`src/rtl/multicycle_main_control_if.sv`:
```
// ============================================================================
// Module      : multicycle_main_control_if
// Description : Bundle between the multicycle main control FSM and the
//               datapath: opcode / memory handshake in, controls out.
// Revision    : 1.0 - initial release
// ============================================================================
`default_nettype none

interface multicycle_main_control_if #(
  parameter int CNT_W = 32
);
  logic [5:0]       opcode;
  logic             mem_ready;
  logic             pc_write;
  logic             pc_write_cond;
  logic             i_or_d;
  logic             mem_read;
  logic             mem_write;
  logic             ir_write;
  logic             mem_to_reg;
  logic [1:0]       pc_source;
  logic             alu_op1;
  logic             alu_op2;
  logic             alu_src_a;
  logic [1:0]       alu_src_b;
  logic             reg_write;
  logic             reg_dst;
  logic             illegal_op;
  logic [CNT_W-1:0] instr_count;

  // Controller side
  modport master (
    input  opcode, mem_ready,
    output pc_write, pc_write_cond, i_or_d, mem_read, mem_write, ir_write,
           mem_to_reg, pc_source, alu_op1, alu_op2, alu_src_a, alu_src_b,
           reg_write, reg_dst, illegal_op, instr_count
  );

  // Datapath side
  modport slave (
    output opcode, mem_ready,
    input  pc_write, pc_write_cond, i_or_d, mem_read, mem_write, ir_write,
           mem_to_reg, pc_source, alu_op1, alu_op2, alu_src_a, alu_src_b,
           reg_write, reg_dst, illegal_op, instr_count
  );
endinterface

`default_nettype wire

```
`src/rtl/multicycle_main_control.sv`:
```
// ============================================================================
// Module      : multicycle_main_control
// Description : Moore main control FSM for the multicycle MIPS datapath with
//               memory-ready stalls and a retired-instruction counter.
// Revision    : 1.0 - initial release
// ============================================================================
`default_nettype none

module multicycle_main_control #(
  parameter int CNT_W = 32
) (
  input  wire logic                  clk,
  input  wire logic                  reset,
  multicycle_main_control_if.master  bus
);

  localparam logic [5:0] c_OP_RTYPE = 6'b000000;
  localparam logic [5:0] c_OP_LW    = 6'b100011;
  localparam logic [5:0] c_OP_SW    = 6'b101011;
  localparam logic [5:0] c_OP_BEQ   = 6'b000100;
  localparam logic [5:0] c_OP_J     = 6'b000010;
  localparam logic [5:0] c_OP_ADDI  = 6'b001000;

  typedef enum logic [3:0] {
    S_IDLE     = 4'd0,
    S_FETCH    = 4'd1,
    S_DECODE   = 4'd2,
    S_MEM_ADDR = 4'd3,
    S_MEM_RD   = 4'd4,
    S_MEM_WB   = 4'd5,
    S_MEM_WR   = 4'd6,
    S_EXEC_R   = 4'd7,
    S_R_WB     = 4'd8,
    S_EXEC_I   = 4'd9,
    S_I_WB     = 4'd10,
    S_BRANCH   = 4'd11,
    S_JUMP     = 4'd12,
    S_ERROR    = 4'd13
  } state_t;

  state_t           r_state;
  state_t           w_next;
  logic             w_retire;
  logic [CNT_W-1:0] r_count;

  // Registered control outputs, loaded for the state being entered
  logic       r_fetch;
  logic       r_pc_write;
  logic       r_pc_write_cond;
  logic       r_i_or_d;
  logic       r_mem_read;
  logic       r_mem_write;
  logic       r_mem_to_reg;
  logic [1:0] r_pc_source;
  logic [1:0] r_alu_op;
  logic       r_alu_src_a;
  logic [1:0] r_alu_src_b;
  logic       r_reg_write;
  logic       r_reg_dst;
  logic       r_illegal;

  // Next-state decode; opcode only matters in DECODE and MEM_ADDR
  always_comb begin
    w_next = r_state;
    case (r_state)
      S_IDLE:     w_next = S_FETCH;
      S_FETCH:    if (bus.mem_ready) w_next = S_DECODE;
      S_DECODE: begin
        case (bus.opcode)
          c_OP_LW, c_OP_SW: w_next = S_MEM_ADDR;
          c_OP_RTYPE:       w_next = S_EXEC_R;
          c_OP_ADDI:        w_next = S_EXEC_I;
          c_OP_BEQ:         w_next = S_BRANCH;
          c_OP_J:           w_next = S_JUMP;
          default:          w_next = S_ERROR;
        endcase
      end
      S_MEM_ADDR: w_next = (bus.opcode == c_OP_SW) ? S_MEM_WR : S_MEM_RD;
      S_MEM_RD:   if (bus.mem_ready) w_next = S_MEM_WB;
      S_MEM_WR:   if (bus.mem_ready) w_next = S_FETCH;
      S_EXEC_R:   w_next = S_R_WB;
      S_EXEC_I:   w_next = S_I_WB;
      S_MEM_WB, S_R_WB, S_I_WB, S_BRANCH, S_JUMP: w_next = S_FETCH;
      S_ERROR:    w_next = S_ERROR;
      default:    w_next = S_IDLE;
    endcase
  end

  // An instruction retires when a terminal state hands back to FETCH
  assign w_retire = (w_next == S_FETCH) && (r_state != S_IDLE) && (r_state != S_FETCH);

  // State, counter and Moore outputs registered from the next state
  always_ff @(posedge clk) begin
    if (!reset) begin
      r_state         <= S_IDLE;
      r_count         <= '0;
      r_fetch         <= 1'b0;
      r_pc_write      <= 1'b0;
      r_pc_write_cond <= 1'b0;
      r_i_or_d        <= 1'b0;
      r_mem_read      <= 1'b0;
      r_mem_write     <= 1'b0;
      r_mem_to_reg    <= 1'b0;
      r_pc_source     <= 2'b00;
      r_alu_op        <= 2'b00;
      r_alu_src_a     <= 1'b0;
      r_alu_src_b     <= 2'b00;
      r_reg_write     <= 1'b0;
      r_reg_dst       <= 1'b0;
      r_illegal       <= 1'b0;
    end else begin
      r_state <= w_next;
      if (w_retire) r_count <= r_count + CNT_W'(1);
      r_fetch         <= 1'b0;
      r_pc_write      <= 1'b0;
      r_pc_write_cond <= 1'b0;
      r_i_or_d        <= 1'b0;
      r_mem_read      <= 1'b0;
      r_mem_write     <= 1'b0;
      r_mem_to_reg    <= 1'b0;
      r_pc_source     <= 2'b00;
      r_alu_op        <= 2'b00;
      r_alu_src_a     <= 1'b0;
      r_alu_src_b     <= 2'b00;
      r_reg_write     <= 1'b0;
      r_reg_dst       <= 1'b0;
      r_illegal       <= 1'b0;
      case (w_next)
        S_FETCH: begin
          r_fetch     <= 1'b1;
          r_mem_read  <= 1'b1;
          r_alu_src_b <= 2'b01;
        end
        S_DECODE:   r_alu_src_b <= 2'b11;
        S_MEM_ADDR: begin
          r_alu_src_a <= 1'b1;
          r_alu_src_b <= 2'b10;
        end
        S_MEM_RD: begin
          r_mem_read <= 1'b1;
          r_i_or_d   <= 1'b1;
        end
        S_MEM_WB: begin
          r_reg_write  <= 1'b1;
          r_mem_to_reg <= 1'b1;
        end
        S_MEM_WR: begin
          r_mem_write <= 1'b1;
          r_i_or_d    <= 1'b1;
        end
        S_EXEC_R: begin
          r_alu_src_a <= 1'b1;
          r_alu_op    <= 2'b10;
        end
        S_R_WB: begin
          r_reg_write <= 1'b1;
          r_reg_dst   <= 1'b1;
        end
        S_EXEC_I: begin
          r_alu_src_a <= 1'b1;
          r_alu_src_b <= 2'b10;
        end
        S_I_WB:     r_reg_write <= 1'b1;
        S_BRANCH: begin
          r_alu_src_a     <= 1'b1;
          r_alu_op        <= 2'b01;
          r_pc_write_cond <= 1'b1;
          r_pc_source     <= 2'b01;
        end
        S_JUMP: begin
          r_pc_write  <= 1'b1;
          r_pc_source <= 2'b10;
        end
        S_ERROR:    r_illegal <= 1'b1;
        default: ;
      endcase
    end
  end

  // IR load and PC increment in FETCH only fire on the cycle memory delivers
  assign bus.ir_write      = r_fetch & bus.mem_ready;
  assign bus.pc_write      = r_pc_write | (r_fetch & bus.mem_ready);
  assign bus.pc_write_cond = r_pc_write_cond;
  assign bus.i_or_d        = r_i_or_d;
  assign bus.mem_read      = r_mem_read;
  assign bus.mem_write     = r_mem_write;
  assign bus.mem_to_reg    = r_mem_to_reg;
  assign bus.pc_source     = r_pc_source;
  assign bus.alu_op1       = r_alu_op[1];
  assign bus.alu_op2       = r_alu_op[0];
  assign bus.alu_src_a     = r_alu_src_a;
  assign bus.alu_src_b     = r_alu_src_b;
  assign bus.reg_write     = r_reg_write;
  assign bus.reg_dst       = r_reg_dst;
  assign bus.illegal_op    = r_illegal;
  assign bus.instr_count   = r_count;

endmodule

`default_nettype wire
```
`src/flat_wrapper.sv`:
```
// flat-port wrapper written by rule: the top's interface ports become plain ports
module multicycle_main_control_flat 
#(
  parameter int CNT_W = 32
)
  (clk, reset, bus_opcode, bus_mem_ready, bus_pc_write, bus_pc_write_cond, bus_i_or_d, bus_mem_read, bus_mem_write, bus_ir_write, bus_mem_to_reg, bus_pc_source, bus_alu_op1, bus_alu_op2, bus_alu_src_a, bus_alu_src_b, bus_reg_write, bus_reg_dst, bus_illegal_op, bus_instr_count);
  multicycle_main_control_if #(.CNT_W(CNT_W)) bus_i ();
  input  wire logic clk;
  input  wire logic reset;
  input wire logic [$bits(bus_i.opcode)-1:0] bus_opcode;
  input wire logic [$bits(bus_i.mem_ready)-1:0] bus_mem_ready;
  output wire logic [$bits(bus_i.pc_write)-1:0] bus_pc_write;
  output wire logic [$bits(bus_i.pc_write_cond)-1:0] bus_pc_write_cond;
  output wire logic [$bits(bus_i.i_or_d)-1:0] bus_i_or_d;
  output wire logic [$bits(bus_i.mem_read)-1:0] bus_mem_read;
  output wire logic [$bits(bus_i.mem_write)-1:0] bus_mem_write;
  output wire logic [$bits(bus_i.ir_write)-1:0] bus_ir_write;
  output wire logic [$bits(bus_i.mem_to_reg)-1:0] bus_mem_to_reg;
  output wire logic [$bits(bus_i.pc_source)-1:0] bus_pc_source;
  output wire logic [$bits(bus_i.alu_op1)-1:0] bus_alu_op1;
  output wire logic [$bits(bus_i.alu_op2)-1:0] bus_alu_op2;
  output wire logic [$bits(bus_i.alu_src_a)-1:0] bus_alu_src_a;
  output wire logic [$bits(bus_i.alu_src_b)-1:0] bus_alu_src_b;
  output wire logic [$bits(bus_i.reg_write)-1:0] bus_reg_write;
  output wire logic [$bits(bus_i.reg_dst)-1:0] bus_reg_dst;
  output wire logic [$bits(bus_i.illegal_op)-1:0] bus_illegal_op;
  output wire logic [$bits(bus_i.instr_count)-1:0] bus_instr_count;
  assign bus_i.opcode = bus_opcode;
  assign bus_i.mem_ready = bus_mem_ready;
  assign bus_pc_write = bus_i.pc_write;
  assign bus_pc_write_cond = bus_i.pc_write_cond;
  assign bus_i_or_d = bus_i.i_or_d;
  assign bus_mem_read = bus_i.mem_read;
  assign bus_mem_write = bus_i.mem_write;
  assign bus_ir_write = bus_i.ir_write;
  assign bus_mem_to_reg = bus_i.mem_to_reg;
  assign bus_pc_source = bus_i.pc_source;
  assign bus_alu_op1 = bus_i.alu_op1;
  assign bus_alu_op2 = bus_i.alu_op2;
  assign bus_alu_src_a = bus_i.alu_src_a;
  assign bus_alu_src_b = bus_i.alu_src_b;
  assign bus_reg_write = bus_i.reg_write;
  assign bus_reg_dst = bus_i.reg_dst;
  assign bus_illegal_op = bus_i.illegal_op;
  assign bus_instr_count = bus_i.instr_count;
  multicycle_main_control #(.CNT_W(CNT_W)) u_core (.clk(clk), .reset(reset), .bus(bus_i));
endmodule
```
`config.mk`:
```
export PLATFORM = sky130hd
export DESIGN_NAME = multicycle_main_control_flat
export DESIGN_NICKNAME = d
export VERILOG_FILES = /design/src/rtl/multicycle_main_control_if.sv /design/src/rtl/multicycle_main_control.sv /design/src/flat_wrapper.sv
export SDC_FILE = /design/constraint.sdc
export NUM_CORES = 1
export LEC_CHECK = 0
export CAP_MARGIN = 20
export CORE_UTILIZATION = 55
export DETAILED_ROUTE_END_ITERATION = 10
export DONT_BUFFER_PORTS = 1
export PLACE_DENSITY = 0.73
export SETUP_SLACK_MARGIN = 0.15
export SYNTH_ARGS = -nofsm -noshare
export SYNTH_HDL_FRONTEND = slang
export SYNTH_SLANG_ARGS = --single-unit
export TNS_END_PERCENT = 100
```
`constraint.sdc`:
```
create_clock -name clk -period 2 [get_ports clk]
set_input_delay 0.6 -clock clk [delete_from_list [all_inputs] [get_ports clk]]
set_output_delay 0.6 -clock clk [all_outputs]
set_load 0.02 [all_outputs]
```
Yosys cells after proc, flatten, opt, wreduce, memory -nomap -nowiden

Cells that the tools add are included.

Output and inout bits: 49
Input port bits: 9
Register bits after elaboration: 53
Word-level logic and storage cells: 83

Eq/ne operators: 32
Reduce and logical (&&, ||, !) cells: 12
Add/sub/neg operators: 1
Muxes and demuxes: 20
Bitwise gates (word level): 2

Operator list:

| cell                  | number |
|---|---|
| $eq 4x4->1 const B    | 12 |
| $pmux 4 s9            | 1 |
| $add 32x1->32 const B | 1 |
| $eq 4x3->1 const B    | 8 |
| $pmux 4 s5            | 1 |
| $eq 4x2->1 const B    | 4 |
| $eq 6x6->1 const B    | 2 |
| $mux 4                | 3 |
| $mux 1                | 11 |
| $eq 4x1->1 const B    | 2 |
| $pmux 2 s2            | 2 |
| $reduce_or 2->1       | 4 |
| $eq 6x2->1 const B    | 1 |
| $eq 6x3->1 const B    | 1 |
| $eq 6x4->1 const B    | 1 |
| $logic_not 6->1       | 1 |
| $pmux 2 s3            | 1 |
| $reduce_or 6->1       | 1 |
| $logic_not 4->1       | 1 |
| $ne 4x1->1 const B    | 1 |
| $reduce_bool 4->1     | 1 |
| $reduce_or 4->1       | 1 |
| $reduce_or 3->1       | 1 |
| $logic_and 1x1->1     | 2 |
| other kinds (3)       | 3 |

Longest topological paths before layout

Gate-level depths: netlist of run 1.

Depth after elaboration: 7
Depth in mapped cells: 8
Mapped depth without buffers: 5

Worst setup path before layout of run 1

No wires, ideal clock.

Path type: input -> register
Start point: in bus_opcode[0]
End point: reg u_core.r_mem_read, in the netlist u_core.bus.mem_read
Path buffers: 1
Cell stages on the path: 6
Path slack: -0.075 ns
Library setup time: 0.091 ns
Data required time: 1.909 ns
Arrival time: 1.983 ns
Cell sequence: or4_4 > a21boi_1 > o2bb2ai_2 > or2_0 > buf_2 > nor4bb_1

Word-level cells in the longest chain between the ends: 7
Elaborated cells on any way between the ends: 14
Classes of those cells: eq/ne: 7; mux: 4; reduce/logical: 3

RTL lines:

| element                                  | RTL line                                                     | text |
|---|---|---|
| from (decl)                              | flat_wrapper.sv:10                                           | `input wire logic [$bits(bus_i.opcode)-1:0] bus_opcode;` |
| $eq 6x6->1, on equally long branches     | multicycle_main_control.sv:69, multicycle_main_control.sv:78 |  |
| $reduce_or 2->1                          | multicycle_main_control.sv:69                                | `case (bus.opcode)` |
| $pmux 4 s5                               | multicycle_main_control.sv:69                                |  |
| $pmux 4 s9 *                             | multicycle_main_control.sv:65                                | `case (r_state)` |
| $eq 4x3->1 or $eq 4x1->1 (tied branches) | multicycle_main_control.sv:128                               | `case (w_next)` |
| $reduce_or 2->1 (no line) *              | -                                                            |  |
| $mux 1 *                                 | multicycle_main_control.sv:128                               |  |
| to (signal assigned)                     | multicycle_main_control.sv:118                               | `r_mem_read <= 1'b0;` |
| to (signal assigned)                     | multicycle_main_control.sv:131                               | `r_mem_read <= 1'b1;` |
| to (signal assigned)                     | multicycle_main_control.sv:140                               | `r_mem_read <= 1'b1;` |
| to (decl)                                | multicycle_main_control.sv:51                                | `logic r_mem_read;` |

Mark *: on every way between the ends. The rest lies on a longest branch, timed or not.
A chain may end at the register's enable or synchronous reset.

Worst setup path after layout of run 1

Start point: reg u_core.r_state[2]
End point: reg u_core.r_count[14], in the netlist u_core.bus.instr_count[14]

Word-level cells in the longest chain between the ends: 6
Elaborated cells on any way between the ends: 24
Classes of those cells: eq/ne: 15; mux: 4; reduce/logical: 5

RTL lines:

| element                            | RTL line                       | text |
|---|---|---|
| from (decl)                        | multicycle_main_control.sv:41  | `state_t r_state;` |
| from (signal assigned)             | multicycle_main_control.sv:112 | `r_state <= w_next;` |
| $eq 4x3->1 (tied with other cells) | multicycle_main_control.sv:65  |  |
| $reduce_or 6->1 (no line)          | -                              |  |
| $pmux 4 s9                         | multicycle_main_control.sv:65  |  |
| $eq 4x1->1                         | multicycle_main_control.sv:90  | `assign w_retire = (w_next == S_FETCH) && (r_state != S_IDLE) && (r_state != S_FETCH);` |
| $logic_and 1x1->1                  | multicycle_main_control.sv:90  |  |
| $logic_and 1x1->1 *                | multicycle_main_control.sv:90  |  |
| to (signal assigned)               | multicycle_main_control.sv:113 | `if (w_retire) r_count <= r_count + CNT_W'(1);` |
| to (decl)                          | multicycle_main_control.sv:44  | `logic [CNT_W-1:0] r_count;` |

Marks and branches as above.

==> key figures, run 1 <==
Status
  – Status: finished with violations
  – Failing checks: design-rule violations

Synth
  – Largest area contributor in the netlist: dfxtp_1
  – Synth Warn #: 0
  – Post-Synthesis Net Count: a little over 300
  – Mapped cell area: 2580 um2
  – Async S/R FF share, synth: 0%
  – Post-synth EDFFs: 0
  – Avg Inst Size Synth: 8.57 um2
  – Top-area cell type share of the netlist area: 39.6%
  – Sequential share of the synthesized area: 39.6%
  – Yosys cell types: 58
  – Top cells by area, synth: dfxtp_1 (40%), a21oi_1 (6.2%), o31ai_1 (4.7%)
  – Flip-flop and latch count after synthesis: 51
  – Top_reg_cell synth: dfxtp_1
  – Synth Instances: 301

CTS
  – Clk root buf: clkbuf_8
  – CTS H-Tree Depth: 2
  – CTS sink cnt: 51
  – Total CTS buffers: 5
  – CTS tree: yes
  – Clk slew on worst S/H paths: 100 ps
  – Clk buf depth: 2
  – Insertion delay to the later sink of the worst-skew pair: 310 ps

Setup path
  – Reg2reg setup slack: 10 ps
  – CP max FO: 8
  – Crit start category: flip-flop
  – Crit Path Category: reg -> reg
  – Slowest CP cell: or4_1
  – Critical Path AT: 2220 ps
  – Buf/Inv on CP: 2
  – Critical path's largest stage delay: 460 ps
  – Worst Reg2Reg Path Length in Cells: 7
  – Worst r2r src: u_core.r_state[2]
  – CP most frequent cell: o221ai_4
  – Worst r2r dst: u_core.bus.instr_count[14]
  – CP delay by family, top: compound AO/OA/AOI/OAI gates
  – Critical Path RT: 2240 ps
  – Crit end category: flip-flop
  – Worst-path cell chain: buf_6 -> a31oi_4 -> o221ai_4 -> o221ai_4 -> buf_12 -> or4_1 -> a21oi_1

Die
  – I/O pins: 58
  – Die area: 4970 um2
  – Initial core utilization: about 58%
  – Die Width: ~70 um
  – Core area: 4440 um2
  – Chip Height: 70.5 um
  – Row count: 24

Timing
  – Unrepaired setup endpoints after global routing: true
  – Slew @ Worst Pin: 820 ps
  – Max Clock Skew: 12.4 ps
  – Slew Limit Fails: 0
  – Max Freq: 0.504 GHz
  – Fin crit share: roughly 100%
  – # setup viols final: 0
  – Final hold violation count: 0
  – Tmin final: 1990 ps
  – TNS Setup: 0 ps
  – Max-slew headroom: 44.9%

Layout
  – Finished Core Util: around 82%
  – Cell Count, Final, Fillers Out: 420
  – Layout cells sized above 1: 41.3%
  – Max FFs per register: 32
  – P&R area growth vs syn: 41.3%
  – Nets: 377
  – Antenna diodes: 0

Worst hold path
  – Hold/Removal Path Class: in -> reg
  – Hold path start: reset
  – WHS Endpoint: u_core.bus.alu_src_b[1]
  – Hold path depth: 2

Power
  – Clk pwr share: about 35%
  – Power Dens Cells: 593 nW/um2
  – Switching Fraction: 26.5%
  – Pint: approximately 1600 uW
  – Switching pwr: 574 uW
  – Maximum VDD drop: 0.000364 V
  – Combinational share of power: 14.9%
  – Reg power frac: 49.7%
  – Leakage power: 0.00131 uW

Route
  – Routed Antenna Nets: 0
  – Via/cell ratio: 6.59
  – Residual DRC: 10
  – DRT Pass-1 Iters: 8
  – Via count: 2769
  – DRT iter0 DRCs: 245
  – Wire per inst: 18.8 um
  – Routed WL: 7890 um

Placed design
  – Port-buffer cells: 0
  – GPL Wtd Cong: 1.02
  – Placed insts: 392
  – DP Wirelength: about 4500 um

Global routing
  – Grt total ovfl: 0
  – Largest net degree at the start of global routing: 37
  – First-pass GRT wire length: 11600 um
  – Initial antenna violation count: 0
  – Vias in the first global route: roughly 2.4k
  – Gr usage total: slightly below 30%

Run
  – Max Cap Viol: 0
-- layout by cell type, fill, tap and decap left out, types with 10 or more instances in the layout --
cell type,synthesis,final
nand2_1,21,19
or3_1,15,14
o21ai_0,16,16
dfxtp_2,0,12
a21oi_1,32,29
dfxtp_1,51,36
o31ai_1,16,12
nand3_1,17,17
or4_1,15,13
nor2_1,14,10
nand4_1,10,10
buf_4,2,66
-- routing by layer --
metal	track usage, %	part of all wire [%]	vias to the layer above
met5	0	0	-
met4	9.52	1.5	0
met3	7.36	7.0	13
met2	45.8	48	122
met1	39.4	43	1340
li1	-	-	1294
-- cells by family (layout without fill, tap and decap cells) --
family,Yosys count,count (layout),synth area share (%)
simple gates,133,133,31.1
mux,2,2,0.776
buf+inv,24,91,4.32
fa+ha+maj,1,1,0.485
xor+xnor,2,2,0.679
flops,51,51,39.6
compound gates,88,88,23.1
-- synth_stat cells, drive strengths merged (2+ instances only) --
| master | n |
|---|---|
| nor4bb | 2 |
| o22a | 2 |
| or2 | 2 |
| a31oi | 2 |
| inv | 6 |
| o211ai | 3 |
| nand2 | 21 |
| and2 | 5 |
| o31ai | 16 |
| buf | 13 |
| o221ai | 3 |
| a211oi | 2 |
| nor3 | 8 |
| nor2 | 15 |
| and3 | 4 |
| nand4 | 11 |
| nand2b | 4 |
| o21ai | 16 |
| nor4 | 5 |
| nor4b | 2 |
| mux2i | 2 |
| or4 | 16 |
| a21oi | 32 |
| or3 | 16 |
| clkbuf | 5 |
| dfxtp | 51 |
| nand3 | 18 |
| a21boi | 2 |
-- stage by stage --
step | cell area, um2 | hold slack, ps | total power (uW) | worst slack [ps]
final | 3650 | 413 | 2160 | 13.9
after global routing | 3650 | 400 | 2230 | -78.8
after CTS | 3420 | 411 | 2100 | 87.8
after detailed placement | 3040 | 513 | 1310 | -95.3
after global placement | 3040 | 501 | 1310 | -62.2
after floorplan | 2630 | 516 | 1240 | -17.3
-- how the worst max path moves through the flow --
stage / startpoint / end / depth (start not counted)
2_1_floorplan: bus_opcode[0] / u_core.bus.mem_read / 6
3_3_place_gp: bus_opcode[2] / u_core.bus.instr_count[25] / 6
3_5_place_dp: bus_opcode[0] / u_core.bus.mem_write / 6
4_1_cts: u_core.r_state[3] / u_core.bus.instr_count[14] / 7
5_1_grt: u_core.r_state[3] / u_core.bus.instr_count[15] / 8
6_report: u_core.r_state[2] / u_core.bus.instr_count[14] / 7
-- power groups by stage --
stage	registers [uW]	logic, uW	clock network (uW)
6_report	1070	323	765
4_1_cts	1070	273	755
5_1_grt	1080	338	812
3_3_place_gp	1100	212	0
2_1_floorplan	1090	157	0
3_5_place_dp	1100	215	0
-- layout make-up --
type,count,area [um2]
clock buffers,6,82.6
clock inverters,2,35.0
fillers,260,798
inverters,6,22.5
multi-input cells,226,1730
flip-flops and latches,51,1050
well taps,52,65.1
repair buffers,77,663
-- timing repair --
action | in CTS | in global routing
pin swaps | 23 | 14
setup buffers | 12 | 5
resized for setup | 31 | 34
gates cloned | 2 | 1
hold buffers | 0 | 0
endpoints found under the setup margin | 43 | 45
No activity file was read; power rests on OpenSTA's default activity.
==> inputs of run 2 (changes only) <==
Settings changed: GPL_ROUTABILITY_DRIVEN set to 0.
==> run 2 against run 1 <==
  * The run still ends with design-rule violations left
  * Via count increased by 1.9%
  * Sequential share of layout area up 0.35 points
  * Hold slack improved by 18 ps
  * Non-clock buffer count is 2 higher
  * Core utilization fell by 0.51 points
  * First-iteration DRC count grew 19%
  * Register-to-register slack gained 30 ps
  * Critical path type unchanged
  * Highest routed layer unchanged
==> key figures, run 2 (synthesis results as in run 1) <==
Status
  – Status: finished with violations
  – Failing checks: design-rule violations

Setup path
  – Reg2reg setup slack: 40 ps (+30 ps)
  – Crit Path Category: reg -> reg
  – Critical Path RT: 2160 ps (-80 ps)
  – CP max FO: 8 (unchanged)
  – Critical Path AT: 2120 ps (-100 ps)
  – Crit start category: flip-flop
  – Crit end category: flip-flop

Timing
  – Fin crit share: 97.9% (-1.4 points)
  – Slew Limit Fails: 0 (unchanged)
  – Max Clock Skew: 8.22 ps (-4.19 ps)
  – Slew @ Worst Pin: 906 ps (+86.5 ps)
  – TNS Setup: 0 ps (unchanged)
  – Final hold violation count: 0 (unchanged)
  – Tmin final: 1960 ps (-28.1 ps)
  – # setup viols final: 0 (unchanged)
  – Max Freq: 0.511 GHz (+1.4%)
  – Min Hold Slack: 431 ps (+18.5 ps)
  – Unrepaired setup endpoints after global routing: true
  – Final setup margin: 42.0 ps (+28.1 ps)
  – Max-slew headroom: 39.1% (-5.8 points)

Global routing
  – Met3 Resource Use GR: 6.93% (-0.43 points)
  – GRT busiest layer: met2
  – First-pass GRT wire length: 11100 um (-4.5%)
  – Met1 Use GR: 36.5% (-2.9 points)
  – Met2 Usage GRT: 44.0% (-1.8 points)
  – Vias in the first global route: 2387 (-1.3%)
  – Grt total ovfl: 0 (unchanged)
  – Largest net degree at the start of global routing: 37 (unchanged)
  – Gr usage total: 27.8% (-1.5 points)
  – Initial antenna violation count: 0 (unchanged)

Layout
  – Antenna diodes: 0 (unchanged)
  – Nets: 379 (+0.53%)
  – Max FFs per register: 32 (unchanged)
  – Commonest non-fill, non-tap cell in the layout: buf_4
  – Fillcell total: 268 (+3.1%)
  – P&R area growth vs syn: 40.4%
  – Commonest cells after routing, fill and taps aside: buf_4 (66), dfxtp_1 (33), a21oi_1 (29)
  – Layout cells sized above 1: 41.1% (-0.22 points)

Route
  – Via/cell ratio: 6.68 (+1.4%)
  – Routed WL: 7870 um (-0.25%)
  – Wire per inst: 18.6 um (-0.73%)
  – DRT iter0 DRCs: 292 (+19%)
  – Via count: 2821 (+1.9%)
  – Residual DRC: 10 (unchanged)
  – DRT Pass-1 Iters: 8 (unchanged)
  – Routed Antenna Nets: 0 (unchanged)

CTS
  – Clk buf depth: 2 (unchanged)
  – Clk slew on worst S/H paths: 100 ps (about the same)
  – CTS tree: yes
  – Total CTS buffers: 5 (unchanged)
  – CTS H-Tree Depth: 2 (unchanged)
  – Insertion delay to the later sink of the worst-skew pair: 310 ps (about the same)
  – CTS sink cnt: 51 (unchanged)
  – Clk root buf: clkbuf_8

Run
  – Max Cap Viol: 0 (unchanged)

Power
  – Switching Fraction: 26.6% (+0.028 points)
  – Combinational share of power: 14.3% (-0.6 points)
  – Clk pwr share: 35.6% (+0.2 points)
  – Pint: 1580 uW (-0.58%)
  – Maximum VDD drop: 0.000402 V (+11%)
  – Leakage power: 0.00133 uW (+1.6%)
  – Reg power frac: 50.1% (+0.4 points)
  – Power Dens Cells: 593 nW/um2 (about the same)
  – Switching pwr: 571 uW (-0.44%)

Die
  – Die Width: 70.5 um (unchanged)
  – I/O pins: 58 (unchanged)
  – Die area: 4970 um2 (unchanged)
  – Chip Height: 70.5 um (unchanged)
  – Core area: 4440 um2 (unchanged)
  – Row count: 24 (unchanged)
  – Initial core utilization: 58.1% (unchanged)

Placed design
  – Setup slack after placement: -65.0 ps (+30.3 ps)
  – Port-buffer cells: 0 (unchanged)
  – DP Wirelength: 4660 um (+2.9%)

Worst hold path
  – Hold/Removal Path Class: in -> reg
-- run 2: stage by stage --
| step | power [uW] | std cells | utilization [%] | cell area, um2 |
|---|---|---|---|---|
| global route | 2220 | 422 | 81.5 | 3620 |
| global placement | 1310 | 392 | 68.4 | 3040 |
| floorplan | 1240 | 301 | - | 2630 |
| CTS | 2060 | 403 | 72.9 | 3240 |
| finish | 2150 | 422 | 81.5 | 3620 |
| detailed placement | 1310 | 392 | 68.4 | 3040 |
-- run 2: routing by layer --
layer / routed length (um) / vias to the layer above
met1: 3250 / 1331
met5: 0 / -
li1: - / 1310
met2: 3750 / 154
met3: 646 / 26
met4: 220 / 0
-- run 2: final timing paths --
check / startpoint / depth (start not counted) / to
worst min register to register: u_core.bus.instr_count[22] / 2 / u_core.bus.instr_count[22]
worst min-delay path: reset / 2 / u_core.bus.alu_src_b[1]
worst max-delay path: u_core.r_state[3] / 7 / u_core.bus.reg_dst
worst max register to register: u_core.r_state[3] / 7 / u_core.bus.reg_dst
-- run 2: cell type report --
cell class / instances / area (um2) / area share (%)
Multi-Input combinational cell: 226 / 1680 / 46.3
Sequential cell: 51 / 1050 / 29.1
Timing Repair Buffer: 79 / 687 / 19.0
Clock buffer: 6 / 82.6 / 2.28
Tap cell: 52 / 65.1 / 1.80
Clock inverter: 2 / 35.0 / 0.967
Inverter: 6 / 22.5 / 0.622
-- run 2: power groups by stage --
stage               logic (uW)  clock network, uW  registers, uW
floorplan                  157                  0           1090
global placement           211                  0           1100
detailed placement         214                  0           1100
CTS                        230                761           1070
global route               323                814           1080
finish                     307                766           1080
-- run 2: critical path, cell delays in order, from the launching register on --
cell      delay, ps
dfxtp_4         380
buf_6           120
or4b_4          540
a211oi_2        250
a31o_2          220
buf_6           140
buf_4           110
nor4_1           50
-- run 2: what timing repair did --
| action | CTS | global route |
|---|---|---|
| pin swaps | 4 | 24 |
| resized for setup | 17 | 41 |
| gates cloned | 0 | 4 |
| setup endpoints to repair | 43 | 35 |
| buffers inserted | 3 | 15 |
| hold buffers | 0 | 0 |
==> inputs of run 3 (changes only) <==
Settings changed: CTS_CLUSTER_DIAMETER set to 60.
==> results of run 3 <==
Final layout, timing and power as in run 2 (identical DEF).
